===== config.mk =====
export PLATFORM = sky130hd
export DESIGN_NAME = decode_uop_sequencer
export DESIGN_NICKNAME = d
export VERILOG_FILES = /design/src/rtl/decode_uop_sequencer.sv
export SDC_FILE = /design/constraint.sdc
export NUM_CORES = 1
export LEC_CHECK = 0
export BUFFER_PORTS_ARGS = -buffer_cell sky130_fd_sc_hd__buf_2
export CAP_MARGIN = 20
export CORE_ASPECT_RATIO = 0.9
export CORE_MARGIN = 5
export CORE_UTILIZATION = 50
export CTS_CLUSTER_SIZE = 12
export DETAILED_ROUTE_END_ITERATION = 6
export HOLD_SLACK_MARGIN = 0.02
export PLACE_DENSITY = 0.73
export SLEW_MARGIN = 15
export SYNTH_ARGS = -nofsm -noshare
export SYNTH_HDL_FRONTEND = slang
export SYNTH_SLANG_ARGS = --single-unit

===== constraint.sdc =====
create_clock -name i_clk -period 16.24 [get_ports i_clk]
set_input_delay 2.436 -clock i_clk [delete_from_list [all_inputs] [get_ports i_clk]]
set_output_delay 2.436 -clock i_clk [all_outputs]
set_load 0.02 [all_outputs]

===== src/rtl/decode_uop_sequencer.sv =====
// decode_uop_sequencer
//
// Purpose:
//   Walks a fetch bundle that may contain complex (multi-micro-op)
//   instructions and hands the decoder slots up to FETCH_WIDTH
//   (source index, step) pairs per cycle, in program order. Fetch is held
//   through o_stall until the whole bundle has been consumed.
//
// Ports:
//   i_clk      clock
//   i_rst_n    asynchronous active-low reset
//   i_valid    per-slot instruction valid from align
//   i_complex  per-slot complex flag from the simple decoders
//   i_uop_cnt  per-slot micro-op count minus 1, slot k at [k*STEP_W +: STEP_W]
//   i_stall    downstream stall
//   i_flush    pipeline flush (wins over i_stall)
//   o_sel      per-output-slot source instruction index
//   o_step     per-output-slot micro-op step
//   o_valid    per-output-slot valid
//   o_stall    hold the fetch bundle
//
// Cursor state:
//   state                     | meaning
//   --------------------------+-------------------------------------------
//   (0, 0)                    | idle / start of a fresh bundle
//   (idx, 0), idx > 0         | instructions before idx already consumed
//   (idx, step), step > 0     | complex instruction idx resumes at step
//
// FETCH_WIDTH and MAX_UOPS must both be at least 2.
module decode_uop_sequencer #(
  parameter int FETCH_WIDTH = 2,
  parameter int MAX_UOPS    = 4,
  parameter int IDX_W       = $clog2(FETCH_WIDTH),
  parameter int STEP_W      = $clog2(MAX_UOPS)
) (
  input  logic                          i_clk,
  input  logic                          i_rst_n,
  input  logic [FETCH_WIDTH-1:0]        i_valid,
  input  logic [FETCH_WIDTH-1:0]        i_complex,
  input  logic [FETCH_WIDTH*STEP_W-1:0] i_uop_cnt,
  input  logic                          i_stall,
  input  logic                          i_flush,
  output logic [FETCH_WIDTH*IDX_W-1:0]  o_sel,
  output logic [FETCH_WIDTH*STEP_W-1:0] o_step,
  output logic [FETCH_WIDTH-1:0]        o_valid,
  output logic                          o_stall
);

  // One extra bit so a position can point one past the last slot.
  localparam int LEN_W = IDX_W + 1;

  logic [IDX_W-1:0]  cursor_idx;
  logic [STEP_W-1:0] cursor_step;
  logic [IDX_W-1:0]  nxt_idx;
  logic [STEP_W-1:0] nxt_step;

  // Micro-op count minus 1 per slot; simple instructions count as one.
  logic [STEP_W-1:0] cnt_a [FETCH_WIDTH];

  for (genvar g = 0; g < FETCH_WIDTH; g++) begin : g_cnt
    assign cnt_a[g] = i_complex[g] ? i_uop_cnt[g*STEP_W +: STEP_W] : '0;
  end

  // Effective bundle length: index of the first invalid slot. Scanning from
  // the top down leaves the lowest hole as the final answer.
  logic [LEN_W-1:0] bundle_len;

  always_comb begin
    bundle_len = LEN_W'(FETCH_WIDTH);
    for (int k = FETCH_WIDTH - 1; k >= 0; k--) begin
      if (!i_valid[k]) bundle_len = LEN_W'(k);
    end
  end

  // Fill walk from the cursor. walk_mid marks that the current complex
  // instruction started earlier (this cycle or a previous one), so it may
  // continue past output slot 0; a fresh complex instruction may not.
  logic [LEN_W-1:0]  walk_idx;
  logic [STEP_W-1:0] walk_step;
  logic              walk_stop;
  logic              walk_mid;
  logic [IDX_W-1:0]  walk_src;

  logic [IDX_W-1:0]       fill_sel  [FETCH_WIDTH];
  logic [STEP_W-1:0]      fill_step [FETCH_WIDTH];
  logic [FETCH_WIDTH-1:0] fill_val;
  logic                   fill_done;
  logic [LEN_W-1:0]       end_idx;
  logic [STEP_W-1:0]      end_step;

  always_comb begin
    walk_idx  = {1'b0, cursor_idx};
    walk_step = cursor_step;
    walk_stop = 1'b0;
    walk_mid  = 1'b0;
    walk_src  = '0;
    fill_val  = '0;
    for (int o = 0; o < FETCH_WIDTH; o++) begin
      fill_sel[o]  = '0;
      fill_step[o] = '0;
    end

    for (int o = 0; o < FETCH_WIDTH; o++) begin
      walk_src = walk_idx[IDX_W-1:0];
      if (walk_stop || (walk_idx >= bundle_len)) begin
        walk_stop = 1'b1;
      end else if (!i_complex[walk_src]) begin
        fill_val[o]  = 1'b1;
        fill_sel[o]  = walk_src;
        fill_step[o] = '0;
        walk_idx     = walk_idx + LEN_W'(1);
        walk_step    = '0;
      end else if (!walk_mid && (o != 0)) begin
        walk_stop = 1'b1;
      end else begin
        fill_val[o]  = 1'b1;
        fill_sel[o]  = walk_src;
        fill_step[o] = walk_step;
        // >= rather than == so a stale step beyond cnt still retires the
        // instruction instead of wrapping.
        if (walk_step >= cnt_a[walk_src]) begin
          walk_idx  = walk_idx + LEN_W'(1);
          walk_step = '0;
          walk_mid  = 1'b0;
          walk_stop = 1'b1;
        end else begin
          walk_step = walk_step + STEP_W'(1);
          walk_mid  = 1'b1;
        end
      end
    end

    end_idx   = walk_idx;
    end_step  = walk_step;
    // Also covers a stale cursor at or beyond the bundle end.
    fill_done = (walk_idx >= bundle_len);
  end

  // State register.
  always_ff @(posedge i_clk or negedge i_rst_n) begin
    if (!i_rst_n) begin
      cursor_idx  <= '0;
      cursor_step <= '0;
    end else begin
      cursor_idx  <= nxt_idx;
      cursor_step <= nxt_step;
    end
  end

  // Next-state logic.
  always_comb begin
    nxt_idx  = cursor_idx;
    nxt_step = cursor_step;
    if (i_flush) begin
      nxt_idx  = '0;
      nxt_step = '0;
    end else if (!i_stall) begin
      if (fill_done) begin
        nxt_idx  = '0;
        nxt_step = '0;
      end else begin
        nxt_idx  = end_idx[IDX_W-1:0];
        nxt_step = end_step;
      end
    end
  end

  // Output logic. Slot outputs are blanked during reset and flush.
  logic out_en;

  always_comb begin
    out_en  = i_rst_n & ~i_flush;
    o_sel   = '0;
    o_step  = '0;
    o_valid = '0;
    for (int o = 0; o < FETCH_WIDTH; o++) begin
      if (out_en && fill_val[o]) begin
        o_valid[o]                 = 1'b1;
        o_sel[o*IDX_W +: IDX_W]    = fill_sel[o];
        o_step[o*STEP_W +: STEP_W] = fill_step[o];
      end
    end
    o_stall = i_flush ? 1'b0 : (i_stall | ~fill_done);
  end

endmodule

### Word level (Yosys, flattened, before mapping)

Index checks and enable logic that the tools add are counted.

* register bits: 3
* latch bits: 0
* bits in writable memories: 0
* memory bits (read-only): 0
* memories kept: 0

* add/sub/neg operators: 4
* $mul: 0
* divide/modulo/power cells: 0
* order comparisons: 9
* eq/ne operators: 1
* shifts and indexed selects: 0
* muxes and demuxes: 60
* bitwise logic cells: 6
* reductions and logical operators: 3

Operators with widths (count)
* 2-to-1 mux 2 bit: 34
* 2-to-1 mux 1 bit: 26
* greater-or-equal comparator 2 bit: 4
* adder 2 x 1 -> 2 bit, second input constant: 3
* greater-or-equal comparator 2 bit, second input constant: 2
* less-than comparator 1 x 2 -> 1 bit, second input constant: 2
* inverter 1 -> 2 bit: 2
* adder 1 x 1 -> 2 bit, second input constant: 1
* greater-or-equal comparator 1 x 2 -> 1 bit: 1
* logical AND 1 bit: 2
* inequality test 2 x 1 -> 1 bit, second input constant: 1
* inverter 1 bit: 2
* AND 1 bit: 1
* logical OR 1 bit: 1
* OR 1 bit: 1

### Longest topological paths before layout

Gate-level depths: netlist (run 1).

* depth after elaboration: 21
* mapped depth: 27
* depth with buffers taken out: 25

### Least setup slack after synthesis (run 1)

Ideal clock, no wire load.

* path type: in2out
* start: input i_complex[0]
* end: output o_stall
* data arrival time: 6537 ps
* required time: 13804 ps
* path slack: 7267 ps
* stages: 24
* buffers on the path: 1
* cells stage by stage: buf_4 > nand2_1 > o21ai_0 > ha_1 > nand2b_1 > a21oi_2 > inv_1 > ha_1 > inv_1 > nand2_1 > a21oi_1 > nor2_1 > o21ai_0 > ha_1 > nand2b_1 > a21oi_1 > nand4b_1 > a2111oi_4 > xnor2_1 > ha_1 > nand2b_1 > a21oi_1 > nor2_1 > nor2_1

* word-level cells in the longest chain between the ends: 21
* elaborated cells between the ends (all ways): 37
* classes of those cells: add/sub (1); order compare (4); mux (28); bitwise (3); reduce/logical (1)

Ends and longest elaborated chain
* from (decl): RTL line 39 `input logic [FETCH_WIDTH-1:0] i_complex,`
* 2-to-1 mux 2 bit: RTL line 61 `assign cnt_a[g] = i_complex[g] ? i_uop_cnt[g*STEP_W +: STEP_W] : '0;`
* 2-to-1 mux 2 bit (implied by the code) (3 in a row): RTL line 121 `if (walk_step >= cnt_a[walk_src]) begin`
* greater-or-equal comparator 2 bit: RTL line 121
* 2-to-1 mux 2 bit: RTL line 121
* 2-to-1 mux 2 bit: RTL line 107 `end else if (!i_complex[walk_src]) begin`
* 2-to-1 mux 2 bit: RTL line 105 `if (walk_stop || (walk_idx >= bundle_len)) begin`
* inverter 1 -> 2 bit (implied by the code): RTL line 121
* 2-to-1 mux 2 bit (implied by the code) (3 in a row): RTL line 121
* greater-or-equal comparator 2 bit: RTL line 121
* 2-to-1 mux 2 bit: RTL line 121
* 2-to-1 mux 2 bit: RTL line 113 `end else if (!walk_mid && (o != 0)) begin`
* 2-to-1 mux 2 bit: RTL line 107
* 2-to-1 mux 2 bit (*): RTL line 105
* greater-or-equal comparator 2 bit (*): RTL line 136 `fill_done = (walk_idx >= bundle_len);`
* inverter 1 bit (*): RTL line 183 `o_stall = i_flush ? 1'b0 : (i_stall | ~fill_done);`
* OR 1 bit (*): RTL line 183
* 2-to-1 mux 1 bit (*): RTL line 183
* to (decl): RTL line 46 `output logic o_stall`

Mark *: on every way between the ends. The rest lies on a longest branch, timed or not. The select of a mux whose other input is x is not followed.

### Final worst setup path (run 1)

Same ends and word-level chain as after synthesis.

==> results of run 1 <==
per-layer routing:
layer  global-route usage  vias up  part of all wire
met5                    0        -                 0
met4               0.0306        0            0.0020
li1                     -      435                 -
met2                0.313       26              0.47
met3              0.00935        2             0.072
met1                0.227      396              0.45
report_power, final:
part | switching [mW] | internal, mW | leakage, nW
Clock | 0.00404 | 0.00922 | 0.0150
Sequential | 0.000926 | 0.00768 | 0.0417
Combinational | 0.0137 | 0.00924 | 0.332
area by class of cell:
class                           instances  area [um2]
Sequential cell                         3        75.1
Inverter                                4        15.0
Timing Repair Buffer                   20         100
Tap cell                               22        27.5
Clock buffer                            4        26.3
Multi-Input combinational cell        100         659
Fill cell                             149         577
worst max-delay path: cells and delay by family:
family          cells  cell delay (ps)
compound gates      7             1530
fa+ha+maj           4             1180
buf+inv             4              490
simple gates        9             1390
xor+xnor            1              210
registers in the layout, indices dropped and copies added, names as in the netlist:
register     count
cursor_idx       1
cursor_step      2
cell usage in the layout, fill, tap and decap left out, types with 3 or more instances in the layout:
cell,instances
buf_2,20
nor2_1,17
nand2_1,15
a21oi_1,8
nand2b_1,7
ha_1,7
nand3_1,6
nor2b_1,5
inv_1,4
o21ai_0,3
o21ai_1,3
clkbuf_4,3
dfrtp_1,3
logic make-up (layout without fill, tap and decap cells):
kind of cell	Yosys count	after routing
and+or+nand+nor	61	61
AOI/OAI and AO/OA	28	28
buffers and inverters	11	28
adders and majority gates	7	7
xor gates and xnor gates	3	3
DFF	3	3
muxes	1	1
worst max-delay path by stage:
stage	start	to	slack [ps]	depth (start not counted)
detailed placement	i_complex[0]	o_stall	6600	25
finish	i_complex[0]	o_stall	6570	25
CTS	i_complex[0]	o_stall	6550	25
floorplan	i_complex[0]	o_stall	7270	24
global route	i_complex[0]	o_stall	6120	25
global placement	i_complex[0]	o_stall	6790	25
per-stage QoR:
stage | setup WS (ps) | hold slack [ps] | util
global route | 6120 | 752 | 0.610
CTS | 6550 | 684 | 0.610
finish | 6570 | 687 | 0.610
floorplan | 7270 | 624 | -
detailed placement | 6600 | 677 | 0.593
global placement | 6790 | 686 | 0.593
==> flow_summary.toml, run 1 <==
[clocking]
post_cts_resized = 0
cts_tree = "yes"
cts_setup_buffers = 0
cts_buffer_depth = 2
worstSkewPairLatency_ps = 240
cts.sinks = 3
htreeDepth = 1
cts_root_buf = "clkbuf_4"
cts_buffers = 3
cts.reportedPaths.clkPinSlew_ps = 40
cts_hold_buffers = 0

[die]
die_h_um = 48.0
pin_count = 21
core_um2 = 1480
start_util = 0.543
rows = 13
dieWidth_um = 52.3
design.die.area_um2 = 2510

[global_route]
antenna_found_initial = 0
grt_max_degree = 20
gr-total-overflow = 0
first_global_vias = 780
grt_pass1_wl_um = 3330
grt_usage = 0.171

[finish]
design_area_um2 = 903
finalNonFillerCells = 153
diodes = 0
final_layout_size_suffix_gt1_frac = 0.244
final_nets = 151
syn_to_final_growth_pct = 12.5

[drt]
via_per_inst = 5.61
drt_first_iter_violations = 25
wl_um = 1980
postRouteAntennaNets = 0
wl_per_cell_um = 13.0
first_pass_iters = 4
drc = 0
vias = 859

[min_path]
worstHoldPathCells = 2
hp-start = "cursor_step[0]$_DFFE_PN0P_"
hp-class = "register to register"
whs_endpoint = "cursor_step[0]$_DFFE_PN0P_"

[logic_synthesis]
synth-compound-area-share = 0.260
syn_inst = 114
post-synth-top-count-cell = "nor2_1"
yosys_warnings = 0
yosysTopAreaCellShare = 0.109
synth-main-ff-cell = "dfrtp_1"
synth-async-reset-ratio = 1.00
synth_xor_area_frac = 0.0327
syn_nets = 133
ys_types = 37
synth_fa_ha_area_frac = 0.109
synth_top_family_by_area = "simple AND/OR/NAND/NOR gates"
synth_area_leader_cell = "ha_1"
synth_common_cells = "17 x nor2_1, 15 x nand2_1, 8 x a21oi_1, 7 x ha_1, 7 x nand2b_1"
ys_seq_elements = 3
ys_seq_area_frac = 0.0935
synth_edf_count = 0
syn_area_um2 = 803
syn_area_per_cell_um2 = 7.05
synthMuxAreaShare = 0.0187
synthTopCellsByArea = "ha_1 11%, dfrtp_1 9.3%, nor2_1 7.9%, nand2_1 7.0%, nand2b_1 5.5%"
post_synth_and_or_nand_nor_area_fraction = 0.400

[timing]
hold_viol = 0
slew_headroom = 0.606
fin_crit_ps = 9670
finalCritPeriodShare = 0.595
max_freq_mhz = 103
clock_skew_ps = 8.66
slew_violations = 0
finalSetupTns_ps = 0
setup_viol = 0
worst_pin_slew_ps = 591
rsz0062_at_grt = "no"

[placed_design]
hpwl_um = 1550
place_area_um2 = 877
dp_cells = 149
port_buffers = 20
place.gp.congestion = 0.849

[critical_path]
slowest_delay_ps = 440
r2r_end = "cursor_step[1]$_DFFE_PN0P_"
rrSetupSlack_ps = 10700
critPathRequiredTime_ps = 13800
startpoint_type = "input port"
ff2ff_path_depth = 23
worstSetupEndpointType = "output port"
slowest_stage = "nor2_1"
critPathArrivalTime_ps = 7230
critPathMaxFanout = 9
cp_common_cell = "ha_1"
timing.rr.start = "cursor_idx$_DFFE_PN0P_"
crit_type = "input port to output port"

[power]
p_leak_nw = 0.389
p_per_area_nw_per_um2 = 49.6
vdd_drop_max_v = 0.0000413
finalPower_mw = 0.0448

[run_status]
status = "completed"

[flow_run]
maxCapViolCount = 0
Power figures use the tool's default switching activity.
==> run 2, diff against run 1 <==
--- a/config.mk
+++ b/config.mk
@@ -5,15 +5,16 @@
 export SDC_FILE = /design/constraint.sdc
 export NUM_CORES = 1
 export LEC_CHECK = 0
+export ABC_AREA = 1
 export BUFFER_PORTS_ARGS = -buffer_cell sky130_fd_sc_hd__buf_2
 export CAP_MARGIN = 20
 export CORE_ASPECT_RATIO = 0.9
 export CORE_MARGIN = 5
-export CORE_UTILIZATION = 50
+export CORE_UTILIZATION = 47
 export CTS_CLUSTER_SIZE = 12
 export DETAILED_ROUTE_END_ITERATION = 6
 export HOLD_SLACK_MARGIN = 0.02
-export PLACE_DENSITY = 0.73
+export PLACE_DENSITY = 0.72
 export SLEW_MARGIN = 15
 export SYNTH_ARGS = -nofsm -noshare
 export SYNTH_HDL_FRONTEND = slang
==> constraint.sdc (replaced) <==
create_clock -name i_clk -period 8 [get_ports i_clk]
set_input_delay 1.2 -clock i_clk [delete_from_list [all_inputs] [get_ports i_clk]]
set_output_delay 1.2 -clock i_clk [all_outputs]
set_load 0.02 [all_outputs]
==> flow_summary.toml, run 2 <==
[run_status]
status = "completed"

[timing]
fin_crit_ps = 5950
clock_skew_ps = 0.854
setup_viol = 0
max_freq_mhz = 168
finalSetupTns_ps = 0
worst_pin_slew_ps = 310
slew_headroom = 0.793
rsz0062_at_grt = "no"
finalCritPeriodShare = 0.743
whs_ps = 548
slew_violations = 0
hold_viol = 0

[logic_synthesis]
synth_xor_area_frac = 0
synth_top_family_by_area = "simple AND/OR/NAND/NOR gates"
post-synth-top-count-cell = "nand2_1"
synth-compound-area-share = 0.0719
syn_area_um2 = 818
synth_edf_count = 0
synthTopCellsByArea = "nand2_1 25%, ha_1 11%, inv_1 9.6%, dfrtp_1 9.2%, nand3_1 6.1%"
ys_seq_area_frac = 0.0917
synthMuxAreaShare = 0
synth-async-reset-ratio = 1.00
yosys_warnings = 0
syn_nets = 161
syn_inst = 142
post_synth_and_or_nand_nor_area_fraction = 0.624
synth-main-ff-cell = "dfrtp_1"
syn_area_per_cell_um2 = 5.76
ys_seq_elements = 3
synth_common_cells = "54 x nand2_1, 21 x inv_1, 10 x nand3_1, 8 x nor2_1, 7 x ha_1"
synth_area_leader_cell = "nand2_1"
yosysTopAreaCellShare = 0.248
synth_fa_ha_area_frac = 0.107
ys_types = 24

[power]
pwr-share-comb = 0.568
seq_power_share = 0.165
p_int_mw = 0.0529
p_per_area_nw_per_um2 = 102
p_leak_nw = 0.606
clockPowerShare = 0.267
switching_share = 0.467
switchingPower_mw = 0.0464
vdd_drop_max_v = 0.0000669

[critical_path]
startpoint_type = "input port"
worstSetupEndpointType = "output port"
critPathRequiredTime_ps = 6800
cp_common_cell = "nand2_1"
critPathMaxFanout = 10
ff2ff_path_depth = 29
slowest_stage = "ha_1"
cp.depth = 29
timing.rr.start = "cursor_idx$_DFFE_PN0P_"
rrSetupSlack_ps = 3900
crit_type = "input port to output port"
crit_family = "simple AND/OR/NAND/NOR gates"
r2r_end = "cursor_step[0]$_DFFE_PN0P_"
crit_buf_inv = 3
slowest_delay_ps = 360
critPathArrivalTime_ps = 4750

[clocking]
cts_root_buf = "clkbuf_4"
cts_buffers = 3
cts.reportedPaths.clkPinSlew_ps = 40
cts_buffer_depth = 2
cts_tree = "yes"
worstSkewPairLatency_ps = 230
cts_setup_buffers = 0
htreeDepth = 1
post_cts_resized = 0
cts_hold_buffers = 0
cts.sinks = 3

[drt]
postRouteAntennaNets = 0
route.met2.wl_um = 924
drc = 0
wl_um = 1970
top_layer = "met3"
via_per_inst = 4.94
drt_first_iter_violations = 45
vias = 939
drt-met1-wl_um = 909
wl_per_cell_um = 10.4
first_pass_iters = 6
routed-wl-met3_um = 135

[global_route]
grt_pass1_wl_um = 3320
first_global_vias = 797
antenna_found_initial = 0
grt_max_degree = 11
grt_usage = 0.161
gr-total-overflow = 0

[die]
die_h_um = 49.6
design.die.area_um2 = 2680
pin_count = 21
core_um2 = 1660
start_util = 0.492
dieWidth_um = 54.0
rows = 14

[finish]
final_nets = 186
final_cell_mix = "54 x nand2_1, 21 x inv_1, 20 x buf_2"
multi_input_area_um2 = 657
seqCellArea_um2 = 75.1
largest-register = "cursor_step"
largest_reg_flops = 2
diodes = 0
syn_to_final_growth_pct = 19.1
fill_cells = 168
final_layout_size_suffix_gt1_frac = 0.253
final_common_cell = "nand2_1"
layout_top_registers = "cursor_step (2), cursor_idx (1)"

[placed_design]
port_buffers = 20
hpwl_um = 1640
place.gp.congestion = 0.831

[min_path]
hp-start = "cursor_step[0]$_DFFE_PN0P_"
worstHoldPathCells = 2
whs_endpoint = "cursor_step[0]$_DFFE_PN0P_"
hp-class = "register to register"

[flow_run]
maxCapViolCount = 0
==> run 2: cell types whose count changed after synthesis, sizes merged, moves of 3 or more <==
cell,delta
nand2b,-8
inv,+19
a21oi,-7
nand4,+5
nor3,+3
a211oi,-3
nand3,+7
nand2,+46
nor2,-5
buf,-6
nor2b,-5
==> run 2: per-layer routing <==
| metal | vias to the layer above | track usage |
|---|---|---|
| li1 | 512 | - |
| met4 | 0 | 0.0664 |
| met3 | 0 | 0.0181 |
| met5 | - | 0 |
| met1 | 392 | 0.231 |
| met2 | 35 | 0.240 |
==> run 2: area by class of cell <==
cell class | instances | area share
clock buffers | 4 | 0.0270
inverters | 23 | 0.0886
multi-input cells | 116 | 0.674
flip-flops and latches | 3 | 0.0770
well taps | 24 | 0.0308
repair buffers | 20 | 0.103
==> run 2: worst max path at each step <==
| stage | start | end |
|---|---|---|
| floorplan | i_uop_cnt[3] | o_stall |
| global placement | i_complex[0] | o_stall |
| detailed placement | i_complex[1] | o_stall |
| CTS | i_complex[0] | o_stall |
| global route | i_complex[0] | o_stall |
| finish | i_complex[0] | o_stall |
==> run 2: power groups by stage <==
stage / sequential [mW] / clock [mW] / combinational [mW]
2_1_floorplan: 0.0164 / 0 / 0.0435
3_3_place_gp: 0.0166 / 0 / 0.0554
3_5_place_dp: 0.0166 / 0 / 0.0560
4_1_cts: 0.0164 / 0.0283 / 0.0561
5_1_grt: 0.0165 / 0.0309 / 0.0639
6_report: 0.0164 / 0.0265 / 0.0564
==> run 2: through the flow <==
step,setup WS [ps],util,total power [mW],cells,cell area (um2)
6_report,2050,0.586,0.0993,190,975
5_1_grt,1780,0.586,0.111,190,975
4_1_cts,2070,0.586,0.101,190,975
3_5_place_dp,2070,0.570,0.0725,186,948
3_3_place_gp,2150,0.570,0.0720,186,948
2_1_floorplan,2570,-,0.0599,142,818
==> run 2: cells by family (layout without fill, tap and decap cells) <==
group / Yosys count / in the layout
simple gates: 99 / 99
compound gates: 10 / 10
flops: 3 / 3
fa+ha+maj: 7 / 7
buf+inv: 23 / 47
==> run 2: tightest hold or removal path, stage by stage (launching register included) <==
cell     delay (ps)
dfrtp_1         380
nand2_1          70
nand2_1          60
==> run 3, diff against run 2 <==
==> constraint.sdc (replaced) <==
create_clock -name i_clk -period 4.8 [get_ports i_clk]
set_input_delay 0.72 -clock i_clk [delete_from_list [all_inputs] [get_ports i_clk]]
set_output_delay 0.72 -clock i_clk [all_outputs]
set_load 0.02 [all_outputs]
==> flow_summary.toml, run 3 (synthesis gave the netlist of run 2 again) <==
[run_status]
status = "completed"

[drt]
wl_per_cell_um = 11.4
drt_first_iter_violations = 18
wl_um = 2210
vias = 972
via_per_inst = 5.01
postRouteAntennaNets = 0
drc = 0
first_pass_iters = 4

[finish]
final_common_cell = "nand2_1"
diodes = 0
syn_to_final_growth_pct = 31.7
final_cell_mix = "47 x nand2_1, 20 x inv_1, 17 x buf_2"
final_layout_size_suffix_gt1_frac = 0.353
layout_top_registers = "cursor_step (2), cursor_idx (1)"
largest_reg_flops = 2
fill_cells = 171
final_nets = 190
largest-register = "cursor_step"
design_area_um2 = 1080

[timing]
slew_violations = 0
finalCritPeriodShare = 0.949
slew_headroom = 0.816
fin_crit_ps = 4560
hold_viol = 0
clock_skew_ps = 0.426
setup_viol = 0
finalSetupTns_ps = 0
worst_pin_slew_ps = 274
max_freq_mhz = 219
whs_ps = 303

[die]
start_util = 0.492
rows = 14
pin_count = 21
die_h_um = 49.6
core_um2 = 1660
dieWidth_um = 54.0
design.die.area_um2 = 2680

[critical_path]
critPathArrivalTime_ps = 3840
rrSetupSlack_ps = 1060
cp_common_cell = "nand2_1"
slowest_delay_ps = 290
critPathMaxFanout = 5
endpoint = "o_stall"
r2r_end = "cursor_idx$_DFFE_PN0P_"
ff2ff_path_depth = 29
critPathRequiredTime_ps = 4080
slowest_stage = "ha_4"
worstSetupEndpointType = "output port"
cp-startpoint = "i_complex[0]"
timing.rr.start = "cursor_idx$_DFFE_PN0P_"
crit_type = "input port to output port"
startpoint_type = "input port"

[global_route]
grt_pass1_wl_um = 3410
antenna_found_initial = 0
grt_usage = 0.167
first_global_vias = 821
grt_max_degree = 11
gr-total-overflow = 0

[power]
p_leak_nw = 0.636
vdd_drop_max_v = 0.000118
p_per_area_nw_per_um2 = 174

[clocking]
cts_buffers = 3
cts_buffer_depth = 2
cts_tree = "yes"
cts_hold_buffers = 0
cts.sinks = 3
worstSkewPairLatency_ps = 230
cts.reportedPaths.clkPinSlew_ps = 30
htreeDepth = 1
cts_root_buf = "clkbuf_4"

[min_path]
hp-class = "input port to asynchronous set/reset pin"

[flow_run]
maxCapViolCount = 0

[placed_design]
hpwl_um = 1710
port_buffers = 20
place.gp.congestion = 0.824
place_area_um2 = 963
[run 3: cell count changes in the layout (fill, tap and decap cells not counted), sizes merged]
cell and change:
buf +4
[run 3: how the worst min path moves through the flow]
stage	start	end	slack (ps)	cells past startpoint
after floorplan	i_rst_n	cursor_idx$_DFFE_PN0P_	420	0
after global placement	cursor_step[0]$_DFFE_PN0P_	cursor_step[0]$_DFFE_PN0P_	530	2
after detailed placement	cursor_step[0]$_DFFE_PN0P_	cursor_step[0]$_DFFE_PN0P_	530	2
after CTS	i_rst_n	cursor_idx$_DFFE_PN0P_	290	1
after global routing	i_rst_n	cursor_step[0]$_DFFE_PN0P_	280	1
final	i_rst_n	cursor_idx$_DFFE_PN0P_	300	1
[run 3: power by group]
part | leakage [nW] | total, mW | internal (mW) | switching [mW]
logic | 0.581 | 0.117 | 0.0440 | 0.0729
registers | 0.0401 | 0.0279 | 0.0263 | 0.00159
clock network | 0.0150 | 0.0431 | 0.0311 | 0.0120
total | 0.636 | 0.188 | 0.101 | 0.0865
[run 3: layer usage]
metal / vias to the layer above / GRT usage / routed length [um] / part of all wire
met3: 2 / 0.0241 / 63 / 0.029
met5: - / 0 / 0 / 0
met1: 441 / 0.221 / 1040 / 0.47
met2: 15 / 0.266 / 1090 / 0.49
li1: 514 / - / - / -
met4: 0 / 0.0664 / 7 / 0.0032
[run 3: cell type report]
cell class              count  area [um2]  area share
flip-flops and latches      3        76.3      0.0708
well taps                  24        30.0      0.0279
multi-input cells         116         713       0.662
inverters                  23        86.3      0.0801
clock buffers               4        26.3      0.0244
repair buffers             24         145       0.135
[run 3: worst max-delay path: cells and delay by family]
family,cells,cell delay [ps]
buffers and inverters,4,370
AOI/OAI and AO/OA,4,330
and+or+nand+nor,18,1260
adders and majority gates,4,1120
[run 3: what timing repair did]
item / CTS / global route
gates resized for setup: 0 / 27
endpoints found under the setup margin: 0 / 1
setup buffers: 0 / 2
[run 3: through the flow]
stage,total power [mW],std cells,setup slack [ps],util
after floorplan,0.0998,142,335,-
after global placement,0.124,188,167,0.579
after detailed placement,0.126,188,92.7,0.579
after CTS,0.172,192,87.7,0.595
after global routing,0.208,194,-41.6,0.647
final,0.188,194,243,0.647
